**config.mk**
```make
export PLATFORM = sky130hd
export DESIGN_NAME = srl_fifo_read_ctrl
export DESIGN_NICKNAME = d
export VERILOG_FILES = /design/src/rtl/srl_fifo_read_ctrl.sv
export SDC_FILE = /design/constraint.sdc
export NUM_CORES = 1
export LEC_CHECK = 0
export ABC_AREA = 1
export CAP_MARGIN = 25
export CORE_AREA = 4 4 41 43
export DETAILED_ROUTE_END_ITERATION = 12
export DIE_AREA = 0 0 45 47
export GPL_ROUTABILITY_DRIVEN = 1
export PLACE_DENSITY_LB_ADDON = 0.05
export SYNTH_ARGS = -nofsm -noshare
export SYNTH_HDL_FRONTEND = slang
export SYNTH_SLANG_ARGS = --single-unit
```
**constraint.sdc**
```tcl
create_clock -name clk -period 2.4 [get_ports clk]
set_clock_uncertainty 0.05 [all_clocks]
set_input_delay 0.24 -clock clk [delete_from_list [all_inputs] [get_ports clk]]
set_output_delay 0.24 -clock clk [all_outputs]
set_load 0.1 [all_outputs]
```
**src/rtl/srl_fifo_read_ctrl.sv**
```systemverilog
// Shift-register FIFO with occupancy counter and registered flags.
// Define SRL_FIFO_OUT_REG_EN to add an output register stage (capacity DEPTH+1).
module srl_fifo_read_ctrl #(
  parameter int DATA_WIDTH = 1,
  parameter int ADDR_WIDTH = 1,
  parameter int DEPTH      = 2
) (
  input  logic                  clk,
  input  logic                  ap_rst_n,
  input  logic                  if_write,
  input  logic [DATA_WIDTH-1:0] if_din,
  output logic                  if_full_n,
  input  logic                  if_read,
  output logic [DATA_WIDTH-1:0] if_dout,
  output logic                  if_empty_n
);

  localparam int              CNT_W   = $clog2(DEPTH + 1);
  localparam logic [CNT_W-1:0] CNT_MAX = CNT_W'(DEPTH);

  logic [DATA_WIDTH-1:0] srl_q [DEPTH];
  logic [CNT_W-1:0]      cnt_q, cnt_d;
  logic [ADDR_WIDTH-1:0] addr_q, addr_d;
  logic                  full_n_q, full_n_d;
  logic                  wr_acc;
  logic                  pop;
  logic [DATA_WIDTH-1:0] srl_head;

  assign wr_acc   = if_write & full_n_q;
  assign srl_head = srl_q[addr_q];
  assign if_full_n = full_n_q;

  // Storage is deliberately left unreset; only the bookkeeping is cleared.
  always_ff @(posedge clk) begin
    if (wr_acc) begin
      srl_q[0] <= if_din;
      for (int i = 1; i < DEPTH; i++) begin
        srl_q[i] <= srl_q[i-1];
      end
    end
  end

  always_comb begin
    cnt_d = cnt_q;
    if (wr_acc && !pop) begin
      cnt_d = cnt_q + 1'b1;
    end else if (!wr_acc && pop) begin
      cnt_d = cnt_q - 1'b1;
    end
    addr_d   = (cnt_d == '0) ? '0 : ADDR_WIDTH'(cnt_d - 1'b1);
    full_n_d = (cnt_d != CNT_MAX);
  end

  always_ff @(posedge clk or negedge ap_rst_n) begin
    if (!ap_rst_n) begin
      cnt_q    <= '0;
      addr_q   <= '0;
      full_n_q <= 1'b1;
    end else begin
      cnt_q    <= cnt_d;
      addr_q   <= addr_d;
      full_n_q <= full_n_d;
    end
  end

`ifdef SRL_FIFO_OUT_REG_EN
  logic [DATA_WIDTH-1:0] out_data_q, out_data_d;
  logic                  out_valid_q, out_valid_d;
  logic                  rd_acc;

  assign rd_acc = if_read & out_valid_q;
  // Refill the output stage whenever it is empty or being drained this cycle.
  assign pop    = (cnt_q != '0) & (~out_valid_q | rd_acc);

  always_comb begin
    out_data_d  = out_data_q;
    out_valid_d = out_valid_q;
    if (pop) begin
      out_data_d  = srl_head;
      out_valid_d = 1'b1;
    end else if (rd_acc) begin
      out_valid_d = 1'b0;
    end
  end

  always_ff @(posedge clk or negedge ap_rst_n) begin
    if (!ap_rst_n) begin
      out_data_q  <= '0;
      out_valid_q <= 1'b0;
    end else begin
      out_data_q  <= out_data_d;
      out_valid_q <= out_valid_d;
    end
  end

  assign if_dout    = out_data_q;
  assign if_empty_n = out_valid_q;
`else
  logic empty_n_q, empty_n_d;

  assign pop       = if_read & empty_n_q;
  assign empty_n_d = (cnt_d != '0);

  always_ff @(posedge clk or negedge ap_rst_n) begin
    if (!ap_rst_n) begin
      empty_n_q <= 1'b0;
    end else begin
      empty_n_q <= empty_n_d;
    end
  end

  assign if_dout    = srl_head;
  assign if_empty_n = empty_n_q;
`endif

endmodule

```
==> results of run 1 <==
==> cell usage in the layout (no fill, tap or decap) <==
cell type	instances
nand2_1	11
nand2_2	7
dfrtp_1	4
clkdlybuf4s50_1	4
inv_2	3
inv_1	3
nand3_1	3
clkbuf_4	3
buf_4	3
edfxtp_1	2
mux2_2	1
clkbuf_1	1
dfstp_2	1
==> worst register-to-register path: cells and delay by family, from the launching register on <==
family,cells,cell delay [ns]
simple gates,6,0.42
flops,1,0.53
buf+inv,1,0.09
==> final cells by class <==
| class | count | area share |
|---|---|---|
| Tap cell | 15 | 0.0439 |
| Multi-Input combinational cell | 22 | 0.260 |
| Inverter | 6 | 0.0526 |
| Sequential cell | 7 | 0.436 |
| Clock buffer | 4 | 0.0614 |
| Timing Repair Buffer | 7 | 0.146 |
==> registers in the layout (all words and copies together) (netlist names) <==
name and cells:
addr_q 1, cnt_q 2, if_empty_n 1, if_full_n 1, srl_q 2
==> worst max-delay path by stage <==
stage               start  endpoint  depth (start not counted)
3_3_place_gp      if_read    addr_q                          8
6_report           addr_q   if_dout                          2
3_5_place_dp      if_read    addr_q                          8
5_1_grt            addr_q   if_dout                          2
2_1_floorplan  if_empty_n    addr_q                          7
4_1_cts            addr_q   if_dout                          2
==> synth_stat cells <==
cell type	instances	area, um^2
nand2_2	7	43.8
dfstp_2	1	26.3
nand3_1	3	15.0
inv_2	3	11.3
edfxtp_1	2	60.1
nand2_1	11	41.3
dfrtp_1	4	100
mux2_2	1	11.3
inv_1	3	11.3
==> metal layers <==
| metal | global-route usage | vias to the layer above | routed length (um) | part of all wire |
|---|---|---|---|---|
| li1 | - | 127 | - | - |
| met1 | 0.0723 | 107 | 239 | 0.43 |
| met2 | 0.0734 | 7 | 282 | 0.51 |
| met3 | 0.0345 | 0 | 27 | 0.049 |
| met4 | 0.0877 | 0 | 0 | 0 |
| met5 | 0 | - | 0 | 0 |
==> report_power, final <==
part / switching [uW] / internal [uW] / total (uW)
Combinational: 251 / 93.8 / 345
Clock: 41.0 / 63.3 / 104
Sequential: 29.2 / 174 / 203
Total: 321 / 331 / 652
==> kinds of logic after synthesis <==
logic type | after synthesis
multiplexers | 1
AND/OR/NAND/NOR | 21
buffers and inverters | 6
flip-flops | 7
==> stage by stage <==
stage	hold slack [ns]	setup slack, ns
final	0.154	0.968
after global routing	0.159	0.916
after CTS	0.153	0.948
after detailed placement	0.400	1.01
after global placement	0.386	1.01
after floorplan	-0.106	0.728
==> impl_metrics.env, run 1 <==
export IMPL_status="finished clean"
export IMPL_drv_cap=0
export IMPL_grt_pass1_vias=201
export IMPL_die_w_um=45
export IMPL_synthesis_nets=40
export IMPL_core_area_um2=1300
export IMPL_gr_usage_all_layers=0.0645
export IMPL_cp_end_kind="output pin"
export IMPL_fillers=142
export IMPL_dp_hpwl_um=460
export IMPL_dp_cells=57
export IMPL_drcViolationCount=0
export IMPL_io_pins=8
export IMPL_finalCriticalPeriod_ns=1.43
export IMPL_rsz0062_at_grt="no"
export IMPL_drtIter0Drc=4
export IMPL_cts_buffers=3
export IMPL_antenna_found_initial=0
export IMPL_cts_resized_gates=0
export IMPL_slowest_delay_ns=0.34
export IMPL_setup_viol_count_final=0
export IMPL_path_cells="mux2_2, buf_4"
export IMPL_grt_max_degree=6
export IMPL_hold_violations=0
export IMPL_fin_area_um2=428
export IMPL_ys_seq_area_frac=0.582
export IMPL_dr_pass1_iters=4
export IMPL_cts_root_buffer="clkbuf_4"
export IMPL_syn_instance_count=35
export IMPL_htree_levels=1
export IMPL_regArea_um2=186
export IMPL_worst_skew_pair_late_latency_ns=0.25
export IMPL_critPathTopFamily="flip-flops"
export IMPL_ctsHoldBuffers=0
export IMPL_r2r_cells=7
export IMPL_postRouteAntennaNets=0
export IMPL_n_antenna_cell=0
export IMPL_synth_top_family_by_area="simple AND/OR/NAND/NOR gates"
export IMPL_vias=241
export IMPL_critical_path_class="reg -> out"
export IMPL_ir_drop_uv=544
export IMPL_yosysWarnings=0
export IMPL_synth_compound_area_frac=0
export IMPL_instances_no_fill=61
export IMPL_synth_area_um2=320
export IMPL_io_buffers=7
export IMPL_avgRoutedWirePerCell_um=9.02
export IMPL_synth_xor_area_share=0
export IMPL_r2r_setup_slack_ns=1.18
export IMPL_gr_total_overflow=0
export IMPL_fp_row_count=13
export IMPL_dieArea_um2=2120
export IMPL_drv_slew=0
export IMPL_relSlewSlack=0.815
export IMPL_wl_um=550
export IMPL_synth_mux_area_frac=0.0352
export IMPL_clockBufferDepth=2
export IMPL_required_ns=2.11
export IMPL_hold_class="in -> async"
export IMPL_areaGrowthSynthToFinish_pct=33.6
export IMPL_tritoncts="yes"
export IMPL_post_route_util=0.329
export IMPL_synthDistinctLibCells=9
export IMPL_synthAdderAreaFrac=0
export IMPL_post_cts_buffers=0
export IMPL_nNetsFinal=52
export IMPL_die_height_um=47
export IMPL_gp_congestion=0.788
export IMPL_worst_slew_pin_slew_ns=0.280
export IMPL_worstReg2RegEnd="if_empty_n"
export IMPL_max_freq_ghz=0.698
export IMPL_clock_sinks=7
export IMPL_synth_seq_cells=7
export IMPL_start_util=0.246
export IMPL_final_setup_tns_ns=0
export IMPL_crit_buf_inv=1
export IMPL_timing_final_crit_share=0.597
export IMPL_syn_avg_cell_area_um2=9.15
export IMPL_cp_max_fo=1
export IMPL_place_area_um2=402
export IMPL_worstSetupStartpointType="register"
export IMPL_yosys_area_share_simple=0.313
export IMPL_grt_first_pass_wirelength_um=828
export IMPL_p_leak_uw=0.000217
export IMPL_slowest_stage="dfrtp_1"
export IMPL_layout_drive_gt1_share=0.391
export IMPL_routed_via_density=3.95
export IMPL_power_uw=652
export IMPL_multi_input_area_um2=111
export IMPL_cts_clk_slew_worst_paths_ns=0.05
export IMPL_power_density_nw_per_um2=1520
export IMPL_arrival_ns=1.14
export IMPL_timing_rr_start="if_full_n"
Power figures use the tool's default switching activity.
==> run 2, diff against run 1 <==
==> constraint.sdc (replaced) <==
create_clock -name clk -period 1.5 [get_ports clk]
set_clock_uncertainty 0.05 [all_clocks]
set_input_delay 0.15 -clock clk [delete_from_list [all_inputs] [get_ports clk]]
set_output_delay 0.15 -clock clk [all_outputs]
set_load 0.1 [all_outputs]
==> run 2 against run 1 <==
Final cell count is the same. Global-route usage is essentially flat. Wire length grew 10%. Sequential power grew 69%. Die area is the same. Sequential share of layout area shrank 2.9 points.
==> impl_metrics.env, run 2 (same netlist as run 1, synthesis figures left out) <==
export IMPL_status="finished clean"
export IMPL_nNetsFinal=52
export IMPL_n_antenna_cell=0
export IMPL_core_area_um2=1300
export IMPL_slowest_delay_ns=0.36
export IMPL_p_int_uw=611
export IMPL_areaGrowthSynthToFinish_pct=46.9
export IMPL_layout_commonest_cell="nand2_1"
export IMPL_p_comb_frac=0.550
export IMPL_ctsHoldBuffers=0
export IMPL_gp_congestion=0.764
export IMPL_wl_um=606
export IMPL_postRouteAntennaNets=0
export IMPL_io_buffers=7
export IMPL_regArea_um2=191
export IMPL_dieArea_um2=2120
export IMPL_power_frac_clock=0.151
export IMPL_dp_hpwl_um=509
export IMPL_gr_usage_all_layers=0.0644
export IMPL_ir_drop_uv=811
export IMPL_swShare=0.469
export IMPL_pre_cts_ws_ns=0.197
export IMPL_routed_via_density=4.08
export IMPL_io_pins=8
export IMPL_power_uw=1150
export IMPL_worstReg2RegEnd="addr_q"
export IMPL_worst_slew_pin_slew_ns=0.224
export IMPL_fillers=138
export IMPL_crit_buf_inv=1
export IMPL_r2r_cells=7
export IMPL_grt_max_degree=6
export IMPL_drv_cap=0
export IMPL_gr_total_overflow=0
export IMPL_p_leak_uw=0.000233
export IMPL_relSlewSlack=0.850
export IMPL_start_util=0.246
export IMPL_max_freq_ghz=0.765
export IMPL_htree_levels=1
export IMPL_power_share_sequential=0.299
export IMPL_timing_final_crit_share=0.872
export IMPL_cp_startpoint="addr_q"
export IMPL_cts_root_buffer="clkbuf_4"
export IMPL_grt_pass1_vias=251
export IMPL_layout_common_cells="11 x nand2_1, 7 x nand2_2, 4 x clkdlybuf4s50_1"
export IMPL_avgRoutedWirePerCell_um=9.93
export IMPL_fp_row_count=13
export IMPL_worst_skew_pair_late_latency_ns=0.25
export IMPL_r2r_setup_slack_ns=0.20
export IMPL_final_setup_tns_ns=0
export IMPL_vias=249
export IMPL_arrival_ns=1.11
export IMPL_p_sw_uw=539
export IMPL_dr_pass1_iters=2
export IMPL_grt_first_pass_wirelength_um=924
export IMPL_setup_viol_count_final=0
export IMPL_slowest_stage="mux2_2"
export IMPL_post_cts_buffers=0
export IMPL_cp_max_fo=1
export IMPL_power_density_nw_per_um2=2450
export IMPL_post_route_util=0.362
export IMPL_layout_setup_ws_ns=0.192
export IMPL_hold_class="in -> async"
export IMPL_hold_violations=0
export IMPL_worstSetupStartpointType="register"
export IMPL_die_w_um=45
export IMPL_reg_top3="cnt_q (2), srl_q (2)"
export IMPL_layout_drive_gt1_share=0.413
export IMPL_drv_slew=0
export IMPL_drtIter0Drc=3
export IMPL_antenna_found_initial=0
export IMPL_cp_end_kind="output pin"
export IMPL_critPathTopFamily="multiplexers"
export IMPL_cts_clk_slew_worst_paths_ns=0.06
export IMPL_timing_rr_start="if_full_n"
export IMPL_multi_input_area_um2=111
export IMPL_cts_buffers=3
export IMPL_path_cells="mux2_2, buf_12"
export IMPL_required_ns=1.30
export IMPL_cts_resized_gates=0
export IMPL_finalCriticalPeriod_ns=1.31
export IMPL_rsz0062_at_grt="no"
export IMPL_clockBufferDepth=2
export IMPL_critical_path_class="reg -> out"
export IMPL_clock_sinks=7
export IMPL_die_height_um=47
export IMPL_drcViolationCount=0
export IMPL_tritoncts="yes"
## run 2: changes by cell type in the layout (fill, tap and decap cells not counted)
cell     previous run  this run
dfrtp_2             0         1
dfstp_2             1         0
buf_12              0         3
dfstp_4             0         1
dfrtp_1             4         3
buf_4               3         0
## run 2: area by class of cell
type / count / share of cell area
Sequential cell: 7 / 0.407
Multi-Input combinational cell: 22 / 0.237
Timing Repair Buffer: 7 / 0.213
Clock buffer: 4 / 0.0559
Inverter: 6 / 0.0479
Tap cell: 15 / 0.0399
## run 2: how the worst max path moves through the flow
stage	to	cells past startpoint
finish	if_dout	2
global route	if_empty_n	7
CTS	if_dout	2
detailed placement	addr_q	7
global placement	if_empty_n	7
floorplan	if_empty_n	7
## run 2: power groups by stage
stage                     clock [uW]  combinational [uW]  sequential, uW
after global placement             0                 626             344
final                            174                 633             344
after detailed placement           0                 636             349
after floorplan                    0                 324             465
after CTS                        180                 642             345
after global routing             186                 675             354
## run 2: per-layer routing
metal	routed length (um)	GRT usage
met4	0	0.0526
met5	0	0
met3	24	0.0230
met1	262	0.0718
met2	319	0.0989
## run 2: stage by stage
step                hold WS (ns)  area [um^2]  instances
finish                    0.0616          470         61
CTS                       0.0687          470         61
detailed placement         0.342          444         57
global placement           0.331          444         57
global route              0.0764          470         61
floorplan                 -0.196          325         35
==> run 3, diff against run 2 <==
--- a/config.mk
+++ b/config.mk
@@ -8,9 +8,11 @@
 export ABC_AREA = 1
 export CAP_MARGIN = 25
 export CORE_AREA = 4 4 41 43
+export CTS_CLUSTER_DIAMETER = 80
 export DETAILED_ROUTE_END_ITERATION = 12
 export DIE_AREA = 0 0 45 47
 export GPL_ROUTABILITY_DRIVEN = 1
+export HOLD_SLACK_MARGIN = 0.03
 export PLACE_DENSITY_LB_ADDON = 0.05
 export SYNTH_ARGS = -nofsm -noshare
 export SYNTH_HDL_FRONTEND = slang
==> results of run 3 <==
Same layout as run 2: the final DEF is identical, and so are final timing and power.
